File: src/rtl/rf_wb_if.sv
// rf_wb_if: write-back arbiter bus bundle.
//   Pipeline side : wb_valid, wb_rd, wb_data
//   Coprocessor   : cp_valid, cp_rd, cp_data -> cp_ready
//   Register file : rf_reg_write, rf_rd, rf_wdata
//   Decode status : pending_mask, cp_empty
// master = producer/consumer side (pipeline, coprocessor, RF, decode),
// slave  = the arbiter itself.
interface rf_wb_if;
    logic        wb_valid;
    logic [4:0]  wb_rd;
    logic [31:0] wb_data;
    logic        cp_valid;
    logic [4:0]  cp_rd;
    logic [31:0] cp_data;
    logic        cp_ready;
    logic        rf_reg_write;
    logic [4:0]  rf_rd;
    logic [31:0] rf_wdata;
    logic [31:0] pending_mask;
    logic        cp_empty;

    modport master (
        output wb_valid, wb_rd, wb_data, cp_valid, cp_rd, cp_data,
        input  cp_ready, rf_reg_write, rf_rd, rf_wdata, pending_mask, cp_empty
    );

    modport slave (
        input  wb_valid, wb_rd, wb_data, cp_valid, cp_rd, cp_data,
        output cp_ready, rf_reg_write, rf_rd, rf_wdata, pending_mask, cp_empty
    );
endinterface

File: src/rtl/rf_wb_arbiter.sv
// rf_wb_arbiter: merges the in-order pipeline write-back stream with the
// buffered coprocessor result stream into one registered RF write port.
//   clk, rst_n : core clock, async active-low reset
//   bus        : rf_wb_if.slave (wb_*, cp_*, rf_*, pending_mask, cp_empty)
// Pipeline writes always win; FIFO heads drain in idle slots. Pipeline
// writes kill resident FIFO entries targeting the same register (WAW).

// One FIFO slot: {live, rd, data}. A write takes priority over pop/kill so
// an entry enqueued in the same cycle as a matching pipeline write survives.
module rf_wb_arbiter_slot (
    input  logic        clk,
    input  logic        rst_n,
    input  logic        wr_en,
    input  logic [4:0]  wr_rd,
    input  logic [31:0] wr_data,
    input  logic        pop_en,
    input  logic        kill_en,
    input  logic [4:0]  kill_rd,
    output logic        live,
    output logic [4:0]  rd,
    output logic [31:0] data
);
    always_ff @(posedge clk or negedge rst_n) begin
        if (!rst_n) begin
            live <= 1'b0;
            rd   <= 5'd0;
            data <= 32'd0;
        end else if (wr_en) begin
            live <= 1'b1;
            rd   <= wr_rd;
            data <= wr_data;
        end else if (pop_en || (kill_en && rd == kill_rd)) begin
            // Popped slots are cleared too so free slots never show up
            // in pending_mask.
            live <= 1'b0;
        end
    end
endmodule

module rf_wb_arbiter #(
    parameter int DEPTH = 4
) (
    input  logic    clk,
    input  logic    rst_n,
    rf_wb_if.slave  bus
);
    localparam int PW = $clog2(DEPTH);
    localparam int CW = PW + 1;

    logic [PW-1:0] wr_ptr, rd_ptr;
    logic [CW-1:0] count;
    logic          full, empty;
    logic          wb_take, push, pop;

    logic [DEPTH-1:0]        slot_live;
    logic [DEPTH-1:0][4:0]   slot_rd;
    logic [DEPTH-1:0][31:0]  slot_data;
    logic [DEPTH-1:0]        slot_wr, slot_pop;
    logic [31:0]             mask;

    assign full  = (count == CW'(DEPTH));
    assign empty = (count == '0);

    assign bus.cp_ready = !full;
    assign bus.cp_empty = empty;

    // Writes to x0 are no-ops on both streams: an x0 pipeline write leaves
    // the slot idle for draining, an x0 coprocessor result is acknowledged
    // but dropped.
    assign wb_take = bus.wb_valid && (bus.wb_rd != 5'd0);
    assign push    = bus.cp_valid && !full && (bus.cp_rd != 5'd0);
    assign pop     = !wb_take && !empty;

    always_comb begin
        slot_wr  = '0;
        slot_pop = '0;
        for (int i = 0; i < DEPTH; i++) begin
            slot_wr[i]  = push && (wr_ptr == PW'(i));
            slot_pop[i] = pop  && (rd_ptr == PW'(i));
        end
    end

    for (genvar g = 0; g < DEPTH; g++) begin : g_slot
        rf_wb_arbiter_slot u_slot (
            .clk     (clk),
            .rst_n   (rst_n),
            .wr_en   (slot_wr[g]),
            .wr_rd   (bus.cp_rd),
            .wr_data (bus.cp_data),
            .pop_en  (slot_pop[g]),
            .kill_en (wb_take),
            .kill_rd (bus.wb_rd),
            .live    (slot_live[g]),
            .rd      (slot_rd[g]),
            .data    (slot_data[g])
        );
    end

    // Pointers wrap naturally at DEPTH (power of two). Push and pop in the
    // same cycle only happen with 0 < count < DEPTH, so slots never alias.
    always_ff @(posedge clk or negedge rst_n) begin
        if (!rst_n) begin
            wr_ptr <= '0;
            rd_ptr <= '0;
            count  <= '0;
        end else begin
            if (push) wr_ptr <= wr_ptr + PW'(1);
            if (pop)  rd_ptr <= rd_ptr + PW'(1);
            case ({push, pop})
                2'b10:   count <= count + CW'(1);
                2'b01:   count <= count - CW'(1);
                default: count <= count;
            endcase
        end
    end

    // Registered RF port. rd/wdata hold when nothing is issued; a killed
    // head still loads its fields but with the write enable low.
    always_ff @(posedge clk or negedge rst_n) begin
        if (!rst_n) begin
            bus.rf_reg_write <= 1'b0;
            bus.rf_rd        <= 5'd0;
            bus.rf_wdata     <= 32'd0;
        end else if (wb_take) begin
            bus.rf_reg_write <= 1'b1;
            bus.rf_rd        <= bus.wb_rd;
            bus.rf_wdata     <= bus.wb_data;
        end else if (pop) begin
            bus.rf_reg_write <= slot_live[rd_ptr];
            bus.rf_rd        <= slot_rd[rd_ptr];
            bus.rf_wdata     <= slot_data[rd_ptr];
        end else begin
            bus.rf_reg_write <= 1'b0;
        end
    end

    always_comb begin
        mask = '0;
        for (int i = 0; i < DEPTH; i++) begin
            if (slot_live[i]) mask[slot_rd[i]] = 1'b1;
        end
        mask[0] = 1'b0;
    end

    assign bus.pending_mask = mask;
endmodule

File: src/flat_wrapper.sv
// flat-port wrapper written by rule: the top's interface ports become plain ports
module rf_wb_arbiter_flat 
#(
    parameter int DEPTH = 4
)
  (clk, rst_n, bus_wb_valid, bus_wb_rd, bus_wb_data, bus_cp_valid, bus_cp_rd, bus_cp_data, bus_cp_ready, bus_rf_reg_write, bus_rf_rd, bus_rf_wdata, bus_pending_mask, bus_cp_empty);
  rf_wb_if bus_i ();
  input  logic clk;
  input  logic rst_n;
  input wire logic [$bits(bus_i.wb_valid)-1:0] bus_wb_valid;
  input wire logic [$bits(bus_i.wb_rd)-1:0] bus_wb_rd;
  input wire logic [$bits(bus_i.wb_data)-1:0] bus_wb_data;
  input wire logic [$bits(bus_i.cp_valid)-1:0] bus_cp_valid;
  input wire logic [$bits(bus_i.cp_rd)-1:0] bus_cp_rd;
  input wire logic [$bits(bus_i.cp_data)-1:0] bus_cp_data;
  output wire logic [$bits(bus_i.cp_ready)-1:0] bus_cp_ready;
  output wire logic [$bits(bus_i.rf_reg_write)-1:0] bus_rf_reg_write;
  output wire logic [$bits(bus_i.rf_rd)-1:0] bus_rf_rd;
  output wire logic [$bits(bus_i.rf_wdata)-1:0] bus_rf_wdata;
  output wire logic [$bits(bus_i.pending_mask)-1:0] bus_pending_mask;
  output wire logic [$bits(bus_i.cp_empty)-1:0] bus_cp_empty;
  assign bus_i.wb_valid = bus_wb_valid;
  assign bus_i.wb_rd = bus_wb_rd;
  assign bus_i.wb_data = bus_wb_data;
  assign bus_i.cp_valid = bus_cp_valid;
  assign bus_i.cp_rd = bus_cp_rd;
  assign bus_i.cp_data = bus_cp_data;
  assign bus_cp_ready = bus_i.cp_ready;
  assign bus_rf_reg_write = bus_i.rf_reg_write;
  assign bus_rf_rd = bus_i.rf_rd;
  assign bus_rf_wdata = bus_i.rf_wdata;
  assign bus_pending_mask = bus_i.pending_mask;
  assign bus_cp_empty = bus_i.cp_empty;
  rf_wb_arbiter #(.DEPTH(DEPTH)) u_core (.clk(clk), .rst_n(rst_n), .bus(bus_i));
endmodule
File: config.mk
export PLATFORM = sky130hd
export DESIGN_NAME = rf_wb_arbiter_flat
export DESIGN_NICKNAME = d
export VERILOG_FILES = /design/src/rtl/rf_wb_if.sv /design/src/rtl/rf_wb_arbiter.sv /design/src/flat_wrapper.sv
export SDC_FILE = /design/constraint.sdc
export NUM_CORES = 1
export LEC_CHECK = 0
export ABC_AREA = 0
export BUFFER_PORTS_ARGS = -buffer_cell sky130_fd_sc_hd__buf_2
export CAP_MARGIN = 20
export CORE_MARGIN = 2
export CORE_UTILIZATION = 60
export DETAILED_ROUTE_END_ITERATION = 7
export PLACE_DENSITY = 0.83
export RECOVER_POWER = 50
export SLEW_MARGIN = 20
export SYNTH_ARGS = -nofsm -noshare
export SYNTH_HDL_FRONTEND = slang
export SYNTH_SLANG_ARGS = --single-unit
export TNS_END_PERCENT = 10
File: constraint.sdc
create_clock -name clk -period 6.9 [get_ports clk]
set_input_delay 0.345 -clock clk [delete_from_list [all_inputs] [get_ports clk]]
set_output_delay 0.345 -clock clk [all_outputs]
set_load 0.02 [all_outputs]
## Yosys cells after proc, flatten, opt, wreduce, memory -nomap -nowiden

Index checks and enable logic that the tools add are counted.

- Bits of input ports: 78
- Register bits after elaboration: 197
- Logic and storage cells: 118
- Output and inout port bits: 72

- Add/sub/neg operators: 4
- Reduce and logical (&&, ||, !) cells: 38
- Bitwise operators: 3
- Multiplexer cells: 33
- Order comparisons: 9
- Equality and inequality tests: 13

Operators with widths:

| kind | number |
|---|---|
| $mux W32 | 7 |
| $or A32 B32 Y32 | 3 |
| $bmux W32 S2 | 1 |
| $lt A5 B6 Y1 const B | 4 |
| $demux W1 S5 | 4 |
| $eq A5 B5 Y1 | 4 |
| $ge A5 B1 Y1 const B | 4 |
| $logic_and A1 B1 Y1 | 20 |
| $mux W1 | 15 |
| $mux W5 | 3 |
| $reduce_bool A2 Y1 | 6 |
| $bmux W5 S2 | 1 |
| $eq A2 B2 Y1 const B | 5 |
| $reduce_bool A5 Y1 | 2 |
| $eq A2 B1 Y1 const B | 3 |
| $pmux W3 S2 | 1 |
| $add A2 B1 Y2 const B | 2 |
| $logic_not A2 Y1 | 2 |
| $logic_or A1 B1 Y1 | 4 |
| $add A3 B1 Y3 const B | 1 |
| $eq A3 B3 Y1 const B | 1 |
| $logic_not A1 Y1 | 3 |
| $logic_not A3 Y1 | 1 |
| $lt A2 B3 Y1 const B | 1 |
| other kinds (2) | 2 |

## Depth between registers and ports, before layout

Gate-level depths: netlist (run 1).

- Word-level depth: 11
- Mapped depth: 10
- Mapped depth without buffers: 9

## Hierarchy

From an unflattened synthesis (run 1), not the netlist that was laid out.

- Cells, all modules: 803
- Area total of the unflattened synthesis: 10,080.9 um2

By module, submodules not included:

| module | cells an instance | area each (um2) | times used | seq. area each (um2) |
|---|---|---|---|---|
| rf_wb_arbiter_slot | 89 | 1,506.4 | 4 | 950.9 |
| rf_wb_arbiter | 447 | 4,055.1 | 1 | 1,126.1 |

## Worst setup path after synthesis (run 1)

Ideal clock, no wire load.

- Path kind: input-to-reg
- Start: input bus_wb_rd[3]
- End: register u_core.count[2]
- Buffers on the path: 1
- Slack: 4.342 ns
- Data arrival time: 2.478 ns
- Required time: 6.821 ns
- Stages on the path: 10
- Cells stage by stage: clkbuf_1 -> or4_1 -> o21a_1 -> nor2_1 -> ha_1 -> inv_1 -> fa_1 -> xor2_1 -> nor2_1 -> xor2_1

- Word-level cells in the longest chain between the ends: 6
- Elaborated cells between the ends (all ways): 8

RTL lines:

| element | RTL line | source |
|---|---|---|
| start: declaration | flat_wrapper.sv:11 | `input wire logic [$bits(bus_i.wb_rd)-1:0] bus_wb_rd;` |
| $reduce_bool A5 Y1 (*) | rf_wb_arbiter.sv:70 | `assign wb_take = bus.wb_valid && (bus.wb_rd != 5'd0);` |
| $logic_and A1 B1 Y1 (*) | rf_wb_arbiter.sv:70 |  |
| $logic_not A1 Y1 (*) | rf_wb_arbiter.sv:72 | `assign pop = !wb_take && !empty;` |
| $logic_and A1 B1 Y1 (*) | rf_wb_arbiter.sv:72 |  |
| named net u_core.pop | rf_wb_arbiter.sv:53 | `logic wb_take, push, pop;` |
| $eq A2 B1 Y1 or $eq A2 B2 Y1 (tied branches) | rf_wb_arbiter.sv:109 | `case ({push, pop})` |
| $pmux W3 S2 or $reduce_bool A2 Y1 (tied branches) | - |  |
| end signal: assignment | rf_wb_arbiter.sv:110 | `2'b10: count <= count + CW'(1);` |
| end signal: assignment | rf_wb_arbiter.sv:111 | `2'b01: count <= count - CW'(1);` |
| end signal: assignment | rf_wb_arbiter.sv:112 | `default: count <= count;` |
| end: declaration | rf_wb_arbiter.sv:51 | `logic [CW-1:0] count;` |

The timed path passes the listed nets; every way through them passes the cells marked *.
A chain may end at the register's enable or synchronous reset.

## Worst setup path after layout (run 1)

- Start: register u_core.count[1]
- End: output bus_cp_empty

- Word-level cells in the longest chain between the ends: 1

RTL lines:

| element | RTL line | source |
|---|---|---|
| $logic_not A3 Y1 | rf_wb_arbiter.sv:62 | `assign empty = (count == '0);` |
| end: declaration | flat_wrapper.sv:21 | `output wire logic [$bits(bus_i.cp_empty)-1:0] bus_cp_empty;` |

Every way passes these cells.

==> results of run 1 <==
==> kinds of logic after synthesis <==
group | count (synthesis) | share of synthesized area (%)
AOI/OAI and AO/OA | 112 | 7.76
xor gates and xnor gates | 25 | 2.10
adders and majority gates | 10 | 1.27
buffers and inverters | 86 | 5.46
DFF | 197 | 47.2
muxes | 191 | 27.4
other | 1 | 0.0359
and+or+nand+nor | 187 | 8.76
==> worst max-delay path by stage <==
stage / start / to / slack, ns / depth (start not counted)
2_1_floorplan: bus_wb_rd[3] / u_core.count[2] / 4.34 / 10
3_3_place_gp: u_core.count[0] / u_core.count[2] / 4.14 / 9
3_5_place_dp: u_core.count[0] / u_core.count[2] / 4.04 / 9
4_1_cts: u_core.count[1] / bus_cp_empty / 3.93 / 4
5_1_grt: u_core.count[0] / u_core.count[2] / 3.81 / 9
6_report: u_core.count[1] / bus_cp_empty / 3.97 / 4
==> power breakdown <==
part,total [mW],internal (mW),switching [mW],leakage [nW]
logic,2.66,1.39,1.27,2.70
registers,2.32,1.74,0.576,2.33
clock network,1.08,0.648,0.434,0.317
total,6.06,3.78,2.28,5.35
==> registers in the layout, indices dropped and copies added, names as in the netlist <==
| name | flops |
|---|---|
| u_core.g_slot.u_slot.live | 4 |
| u_core.g_slot.u_slot.rd | 20 |
| u_core.g_slot.u_slot.data | 128 |
| u_core.count | 3 |
| u_core.bus.rf_rd | 5 |
| u_core.bus.rf_wdata | 32 |
| u_core.wr_ptr | 2 |
| u_core.bus.rf_reg_write | 1 |
| u_core.rd_ptr | 2 |
==> placed cells by master (no fill, tap or decap), drive strengths merged, types with 5 or more instances in the layout <==
master / n
o21ai: 15
or3b: 5
a31oi: 32
and3: 5
mux2: 148
a221o: 7
nand3: 10
dfrtp: 197
buf: 113
o22ai: 7
a22oi: 22
nor2: 41
xnor2: 15
mux2i: 5
nor3b: 8
o221ai: 22
ha: 9
xor2: 10
inv: 20
nand3b: 10
clkbuf: 61
and3b: 6
mux4: 38
nand2: 87
clkinv: 5
==> final cells by class <==
class / count / share of cell area (%)
diodes: 1 / 0.0215
inverters: 20 / 0.646
well taps: 225 / 2.42
repair buffers: 152 / 6.30
multi-input cells: 526 / 42.6
clock buffers: 22 / 4.17
clock inverters: 10 / 1.44
flip-flops and latches: 197 / 42.4
==> metal layers <==
metal | routed length (um) | GRT usage [%] | vias up | share of wire [%]
met5 | 0 | 0 | - | 0
li1 | - | - | 3177 | -
met3 | 1670 | 6.71 | 89 | 6.9
met4 | 706 | 9.55 | 0 | 2.9
met2 | 11700 | 42.9 | 320 | 48
met1 | 10300 | 36.6 | 3638 | 42
==> through the flow <==
stage / cell area, um2 / setup slack (ns) / power (mW)
finish: 11600 / 3.97 / 6.06
global route: 11600 / 3.81 / 6.38
CTS: 11700 / 3.93 / 6.08
detailed placement: 11000 / 4.04 / 4.97
global placement: 11000 / 4.14 / 4.88
floorplan: 10400 / 4.34 / 4.32
==> results.md, run 1 <==
- Outcome: finished clean
- Worst Path Buf+Inv: 3
- Top cell type's share of synthesized area: 47.2%
- Critical Path Sink Type: primary output
- Data required, critical path: 6.55 ns
- Critical R2R Launch: u_core.count[0]
- R2R depth: 9
- DRT Pass-1 Iters: 6
- Reg clk slew, reported paths: 0.07 ns
- Vias per cell: 6.27
- WP data arrival: about 2.6 ns
- GRT overflow: 0
- Seq/Total Area, Yosys: 47.2%
- Mapped Nets: 897
- Initial antenna violation count: 1
- IO Port Bufs: 148
- FP Rows: 48
- DR vias: 7,224
- Setup repair bufs after CTS: 0
- Asr flop ratio synth: between 90% and 100%
- Slew @ Worst Pin: 1.14 ns
- Max-slew violations: 0
- Fmax: 341 MHz
- Synth Cell Area: 10,400 um2
- RSZ-0062 raised after global routing: false
- CTS tree: done
- Starting Density: 60.8%
- Critical path class: reg -> out
- Max-slew headroom: 24.2%
- Die Wd: 136 um
- Final wirelength: 24,300 um
- Number of synthesized flops with an enable pin: 0
- Worst-case vdd ir drop: 0.000357 V
- Clock Skew: between 0.01 and 0.015 ns
- Yosys reg bits: 197
- Fin. Hold Viols: 0
- Period utilisation layout: 42.5%
- Post-DRT Antenna Nets: 0
- Placed Instances: 1,120
- Top_reg_cell synth: dfrtp_1
- Clock sinks: 197
- Lkg Pwr: ~5.3 nW
- Final Setup Violations: 0
- Root Buffer Master: clkbuf_16
- Reg2Reg Capture Point: u_core.count[2]
- Synth area leader: dfrtp_1
- Gate Count Post-Synth: 809
- Final min period: between 2 and 3 ns
- Post-DR wirelength/cell: 21.1 um
- Clock Path Buffers: 2
- Worst hold path type: in -> async
- Clk_lat worst skew: 0.44 ns
- Worst Path Max Fanout: 44
- Synth cell count leaders: dfrtp_1 (197), nand2_1 (83), mux2_4 (76), mux2_2 (72), nor2_1 (41)
- Gp weighted congestion: about 0.91
- Die height: 136 um
- Worst hold margin: 0.0221 ns
- Power density cells: roughly 520 nW/um2
- R2r setup slk: 4.03 ns
- Area of the multi-input gates: 4950 um2
- Critical-path cell list: or3_2, clkinv_1, buf_4, buf_2
- DRC Markers: 0
- H-tree lvl count: 4
- TNS Setup: 0 ns
- CTS Hold Buffers Added: 0
- CTS buffer count: 17
- Full die area: about 18,000 um2
- Share of cells above drive strength 1: between 30% and 40%
- Syn Area/Cell: 12.9 um2
- Area growth syn-to-layout: 11.4%
- Largest net degree at the start of global routing: 124
- Util after Layout: between 60% and 70%
- Worst path max stage delay: between 0.9 and 1 ns
- Max Cap Violations: 0
- Fin nets: about 1,000
- Total track usage: around 27%
- Fill cell count: 1,276
- Most common cell in the netlist: dfrtp_1
- Core area: 17,200 um2
- First-pass GRT wire length: around 38,000 um
- Yosys warning count: 0
- I/O pin count: 150
- Dpl hpwl: 14,700 um
- Netlist cell types: 47
- Top cells by area, synth: dfrtp_1 (47%), mux2_4 (11%), mux4_2 (8.2%)
- Vias in the first global route: 7,322
- Non-Filler Instances: ~1,200
- Initial DRC count: 735
- CP max stage cell: or3_2
- Worst Setup Start Kind: register
- Crit-path leading delay family: simple AND/OR/NAND/NOR gates
- Register area: slightly below 5000 um2
- Post-CTS Resized: 0
(Power assumes the default switching activity.)
==> run 2, diff against run 1 <==
CORE_UTILIZATION = 52   (was 60)
PLACE_DENSITY = 0.76   (was 0.83)
clock period = 2.5 ns   (was 6.9 ns; I/O delays follow)
==> results.md, run 2 (synthesized netlist as in run 1, its figures left out) <==
- Tot Pwr: 17.1 mW (+180%)
- Critical Path Sink Type: register
- Die height: 146 um (+7.2%)
- IO Port Bufs: 148 (unchanged)
- Most frequent cells in the layout: dfrtp_1 (195), buf_2 (112), nand2_1 (83)
- Worst Path Max Fanout: 5 (-89%)
- GRT overflow: 0 (unchanged)
- Final wirelength: 26,500 um (+9.2%)
- Reg clk slew, reported paths: 0.07 ns (about the same)
- CTS Hold Buffers Added: 69 (+69)
- Die Wd: 146 um (+7.2%)
- Max FFs per register: 128 (unchanged)
- First-pass GRT wire length: 42,500 um (+11%)
- Largest net degree at the start of global routing: 71 (-43%)
- Vias per cell: 5.91 (-5.6%)
- Fill cell count: 1,456 (+14%)
- Full die area: 21,200 um2 (+15%)
- Fin. Hold Viols: 0 (unchanged)
- DRC Markers: 0 (unchanged)
- WP data arrival: 2.71 ns (+0.12 ns)
- Clk_lat worst skew: 0.42 ns (-0.02 ns)
- Util after Layout: 64.4% (-3.3 points)
- Clock sinks: 197 (unchanged)
- Largest Register: u_core.g_slot.u_slot.data
- Root Buffer Master: clkbuf_16
- Area growth syn-to-layout: 20.8%
- Final Setup Violations: 0 (unchanged)
- Fmax: 422 MHz
- Logic pwr share: 45.8% (+1.9 points)
- Fin nets: 1,094 (+9.2%)
- Regs by FF count: u_core.g_slot.u_slot.data x128, u_core.bus.rf_wdata x32, u_core.g_slot.u_slot.rd x20
- Worst hold path type: in -> reg
- Commonest non-fill, non-tap cell in the layout: dfrtp_1
- Initial DRC count: 628 (-15%)
- Met2 WL: 13,000 um (+12%)
- Max-slew violations: 70 (+70)
- DR vias: 7,586 (+5.0%)
- Period utilisation layout: 94.7%
- CTS buffer count: 17 (unchanged)
- Core area: 19,600 um2 (+14%)
- RSZ-0062 raised after global routing: false
- Routed wl met3: 1710 um (+2.4%)
- Post-DRT Antenna Nets: 0 (unchanged)
- Data required, critical path: 2.84 ns (-3.71 ns)
- Max-slew headroom: -19.7% (-44 points)
- Slew @ Worst Pin: 1.80 ns (+0.659 ns)
- Critical path class: in -> reg
- H-tree lvl count: 4 (unchanged)
- TNS Setup: 0 ns (unchanged)
- Setup repair bufs after CTS: 0 (unchanged)
- Lkg Pwr: 5.78 nW (+8.1%)
- FP Rows: 51 (+6.3%)
- Clock Path Buffers: 2 (unchanged)
- Vias in the first global route: 7,930 (+8.3%)
- Initial antenna violation count: 0 (-1)
- Highest metal used: met4
- Worst Setup Start Kind: input port
- Power density cells: 1350 nW/um2 (+160%)
- Sw power: 6.45 mW (+180%)
- Clock power frac: 17.0% (-0.9 points)
- Max Cap Violations: 1 (+1)
- Failing checks: capacitance limit, slew limit
- DRT Pass-1 Iters: 6 (unchanged)
- Gp weighted congestion: 0.914 (+0.58%)
- Post-CTS Resized: 0 (unchanged)
- Final min period: 2.37 ns
- Total track usage: 25.1% (-1.9 points)
- Internal Power: 10.6 mW (+180%)
- Dpl hpwl: 16,400 um (+11%)
- I/O pin count: 150 (unchanged)
- Flop pwr share: 37.2% (-1.1 points)
- Number of diodes: 0 (-1)
- Outcome: finished, violations left
- Clock Skew: 0.00777 ns (-0.00277 ns)
- Post-DR wirelength/cell: 20.7 um (-1.9%)
- Worst-case vdd ir drop: 0.000765 V (+110%)
- Starting Density: 53.3% (-7.5 points)
- Metal-1 WL: 11,300 um (+9.6%)
- CTS tree: done
- Net Sw Frac: 37.8% (+0.16 points)
- Share of cells above drive strength 1: 36.1% (-0.96 points)
==> run 2: changes by cell type in the layout (fill, tap and decap cells not counted), sizes merged <==
| cell | change |
|---|---|
| dlygate4sd3 | +69 |
| clkbuf | -4 |
| clkinv | -2 |
| diode | -1 |
| buf | +25 |
| inv | +3 |
==> run 2: through the flow <==
stage	hold WS (ns)	cells	setup slack [ns]	area [um2]
2_1_floorplan	-0.171	809	0.162	10400
3_3_place_gp	0.184	1183	0.122	11400
3_5_place_dp	0.172	1183	0.0927	11400
4_1_cts	0.0199	1283	0.145	12700
5_1_grt	0.0325	1283	0.0381	12600
6_report	0.0467	1283	0.133	12600
==> run 2: worst paths after layout <==
kind                                 startpoint                          endpoint  slack (ns)  cells past startpoint
worst max-delay path               bus_cp_rd[0]                   u_core.count[2]        0.13                     11
worst min-delay path               bus_cp_rd[1]     u_core.g_slot[2].u_slot.rd[1]        0.05                      2
worst max register to register  u_core.count[1]                   u_core.count[2]        0.28                      9
worst min register to register  u_core.count[2]                   u_core.count[2]        0.50                      1
max in group asynchronous                 rst_n  u_core.g_slot[3].u_slot.data[24]        0.42                      3
min in group asynchronous                 rst_n               u_core.bus.rf_rd[3]        0.73                      2
==> run 2: power by group through the flow <==
stage	Sequential, mW	Clock, mW	Combinational [mW]
2_1_floorplan	5.91	0	6.01
3_3_place_gp	6.21	0	7.55
3_5_place_dp	6.26	0	7.73
4_1_cts	6.24	2.95	7.87
5_1_grt	6.50	3.10	8.39
6_report	6.34	2.91	7.81
==> run 2: layout make-up <==
class                   instances  area (um2)  share of cell area (%)
well taps                     265         332                    2.63
flip-flops and latches        197        4930                    39.1
clock buffers                  20         447                    3.54
inverters                      20        75.1                   0.595
repair buffers                244        1700                    13.5
multi-input cells             526        4950                    39.2
clock inverters                11         173                    1.37
==> run 2: layer usage <==
layer  track usage (%)  up-vias
met2              40.6      347
met1              34.3     3814
met3              5.49       72
li1                  -     3353
met5                 0        -
met4              7.70        0
==> run 2: critical path: stages <==
cell,delay [ns]
dlygate4sd3_1,0.55
buf_2,0.16
or4_1,0.55
o211a_1,0.24
inv_1,0.06
ha_1,0.18
inv_1,0.06
fa_1,0.37
xor2_1,0.15
nor2_1,0.11
xor2_1,0.16
==> run 3, diff against run 2 <==
GPL_TIMING_DRIVEN = 0   (was not set)
==> results.md, run 3 (synthesized netlist as in run 1, its figures left out) <==
- Outcome: finished clean
- Final wirelength: 27,100 um (+2.2%)
- Largest Register: u_core.g_slot.u_slot.data
- Core area: 19,600 um2 (unchanged)
- Setup repair bufs after CTS: 0 (unchanged)
- Met2 WL: 13,300 um (+2.0%)
- Worst Path Max Fanout: 8 (+3)
- Max-slew violations: 0 (-100%)
- Highest metal used: met4
- Clock Skew: 0.00932 ns (+0.00155 ns)
- Full die area: 21,200 um2 (unchanged)
- Initial antenna violation count: 1 (+1)
- Max-slew headroom: 9.83% (+30 points)
- Most frequent cells in the layout: dfrtp_1 (197), buf_2 (117), nand2_1 (83)
- Internal Power: 10.3 mW (-2.8%)
- H-tree lvl count: 4 (unchanged)
- Data required, critical path: 2.87 ns (+0.03 ns)
- Fill cell count: 1,509 (+3.6%)
- I/O pin count: 150 (unchanged)
- Largest net degree at the start of global routing: 101 (+42%)
- Critical path class: in -> reg
- Routed wl met3: 1640 um (-3.8%)
- FP Rows: 51 (unchanged)
- Net Sw Frac: 39.0% (+1.2 points)
- Final min period: 2.36 ns (-0.00847 ns)
- Worst-case vdd ir drop: 0.000793 V (+3.7%)
- Placed inst area: 11,500 um2 (+1.6%)
- Worst hold path type: in -> reg
- Logic pwr share: 49.9% (+4.1 points)
- CTS tree: done
- DRC Markers: 0 (unchanged)
- Worst Hold Depth: 2 (unchanged)
- Dpl hpwl: 17,600 um (+7.5%)
- R2R depth: 10 (+1)
- RSZ-0062 raised after global routing: false
- Reg clk slew, reported paths: 0.07 ns (about the same)
- Fin nets: 1,124 (+2.7%)
- Max FFs per register: 128 (unchanged)
- Final Setup Violations: 0 (unchanged)
- Metal-1 WL: 11,500 um (+2.1%)
- Vias in the first global route: 7,968 (+0.48%)
- Total track usage: 26.2% (+1.0 points)
- Root Buffer Master: clkbuf_16
- Placed Instances: 1,218 (+3.0%)
- Critical R2R Launch: u_core.count[1]
- Fmax: 424 MHz (+0.36%)
- Sw power: 6.60 mW (+2.4%)
- Clock sinks: 197 (unchanged)
- Post-DRT Antenna Nets: 0 (unchanged)
- Clk_lat worst skew: 0.44 ns (+0.02 ns)
- Critical Path Source: bus_cp_rd[3]
- Fin. Hold Viols: 0 (unchanged)
- Initial DRC count: 820 (+31%)
- DRT Pass-1 Iters: 6 (unchanged)
- Regs by FF count: u_core.g_slot.u_slot.data x128, u_core.bus.rf_wdata x32, u_core.g_slot.u_slot.rd x20
- Flop pwr share: 34.7% (-2.5 points)
- Worst Setup Start Kind: input port
- Clock Path Buffers: 2 (unchanged)
- Non-Filler Instances: 1,315 (+2.5%)
- Slew @ Worst Pin: 1.35 ns (-0.443 ns)
- Post-DR wirelength/cell: 20.6 um (-0.26%)
- Hold_sp: bus_cp_rd[2]
- Commonest non-fill, non-tap cell in the layout: dfrtp_1
- Starting Density: 53.3% (unchanged)
- Period utilisation layout: 94.3% (-0.34 points)
- Clock power frac: 15.4% (-1.6 points)
- Die height: 146 um (unchanged)
- Share of cells above drive strength 1: 35.7% (-0.50 points)
- Area growth syn-to-layout: 21.5%
- Power density cells: 1330 nW/um2 (-1.4%)
- CTS buffer count: 17 (unchanged)
- Critical Path Sink Type: register
- Max Cap Violations: 0 (-1)
- Worst hold margin: 0.0106 ns (-0.0361 ns)
- Die Wd: 146 um (unchanged)
- Gp weighted congestion: 0.922 (+0.83%)
- IO Port Bufs: 142 (-4.1%)
- Tot Pwr: 16.9 mW (-0.82%)
- Vias per cell: 5.90 (-0.29%)
- First-pass GRT wire length: 43,500 um (+2.4%)
- GRT overflow: 0 (unchanged)
- Lkg Pwr: 5.80 nW (+0.21%)
- Final Cell Area: 12,700 um2 (+0.57%)
- WP data arrival: 2.73 ns (+0.02 ns)
- DR vias: 7,753 (+2.2%)
-- run 3: cell types whose count changed in the layout (fill, tap and decap cells not counted), moves of 3 or more --
cell           delta
bufinv_16         -4
dlygate4sd3_1     -4
buf_4             -8
clkinv_4          +5
buf_12            +3
buf_2             +5
clkbuf_1         +30
-- run 3: critical path, cell delays in order --
cell and delay (ns):
dlygate4sd3_1 0.53, buf_2 0.15, or4_1 0.50, o211a_1 0.23, buf_6 0.15, inv_1 0.09, ha_4 0.14, inv_1 0.05
fa_1 0.36, xor2_1 0.15, nor2_1 0.11, xor2_1 0.15
-- run 3: power by group through the flow --
stage	clock [mW]	combinational, mW	sequential, mW
floorplan	0	6.01	5.91
global placement	0	8.12	5.76
detailed placement	0	8.33	5.84
CTS	2.64	8.45	5.81
global route	2.76	9.05	6.08
finish	2.60	8.45	5.87
-- run 3: timing repair --
item / in CTS / in global routing
hold buffers: 65 / 0
resized for setup: 2 / 5
hold endpoints to repair: 359 / 0
endpoints found under the setup margin: 3 / 7
-- run 3: cell type report --
class | instances | area (um2) | share of cell area (%)
plain buffers | 65 | 490 | 3.87
inverters | 20 | 76.3 | 0.602
diodes | 1 | 2.50 | 0.0197
clock buffers | 17 | 425 | 3.36
well taps | 265 | 332 | 2.61
repair buffers | 209 | 1330 | 10.5
multi-input cells | 526 | 4970 | 39.2
clock inverters | 15 | 125 | 0.987
flip-flops and latches | 197 | 4930 | 38.9
-- run 3: worst paths after layout --
kind | end | slack [ns]
max | u_core.count[2] | 0.14
min | u_core.g_slot[2].u_slot.rd[2] | 0.01
min reg2reg | u_core.count[2] | 0.49
max in group asynchronous | u_core.g_slot[0].u_slot.data[1] | 0.86
min in group asynchronous | u_core.g_slot[2].u_slot.rd[1] | 0.03
max reg2reg | u_core.count[2] | 0.18
-- run 3: per-stage QoR --
stage          setup TNS [ns]  worst slack (ns)  utilization [%]
5_1_grt                     0            0.0347             64.7
3_5_place_dp           -0.648            -0.403             58.9
4_1_cts                     0            0.0148             65.1
2_1_floorplan               0             0.162                -
6_report                    0             0.141             64.7
3_3_place_gp          -376.62             -1.92             58.6
-- run 3: per-layer routing --
metal | up-vias | GRT usage, %
met5 | - | 0
met4 | 0 | 8.53
met1 | 3929 | 35.3
li1 | 3424 | -
met2 | 337 | 43.2
met3 | 63 | 4.80
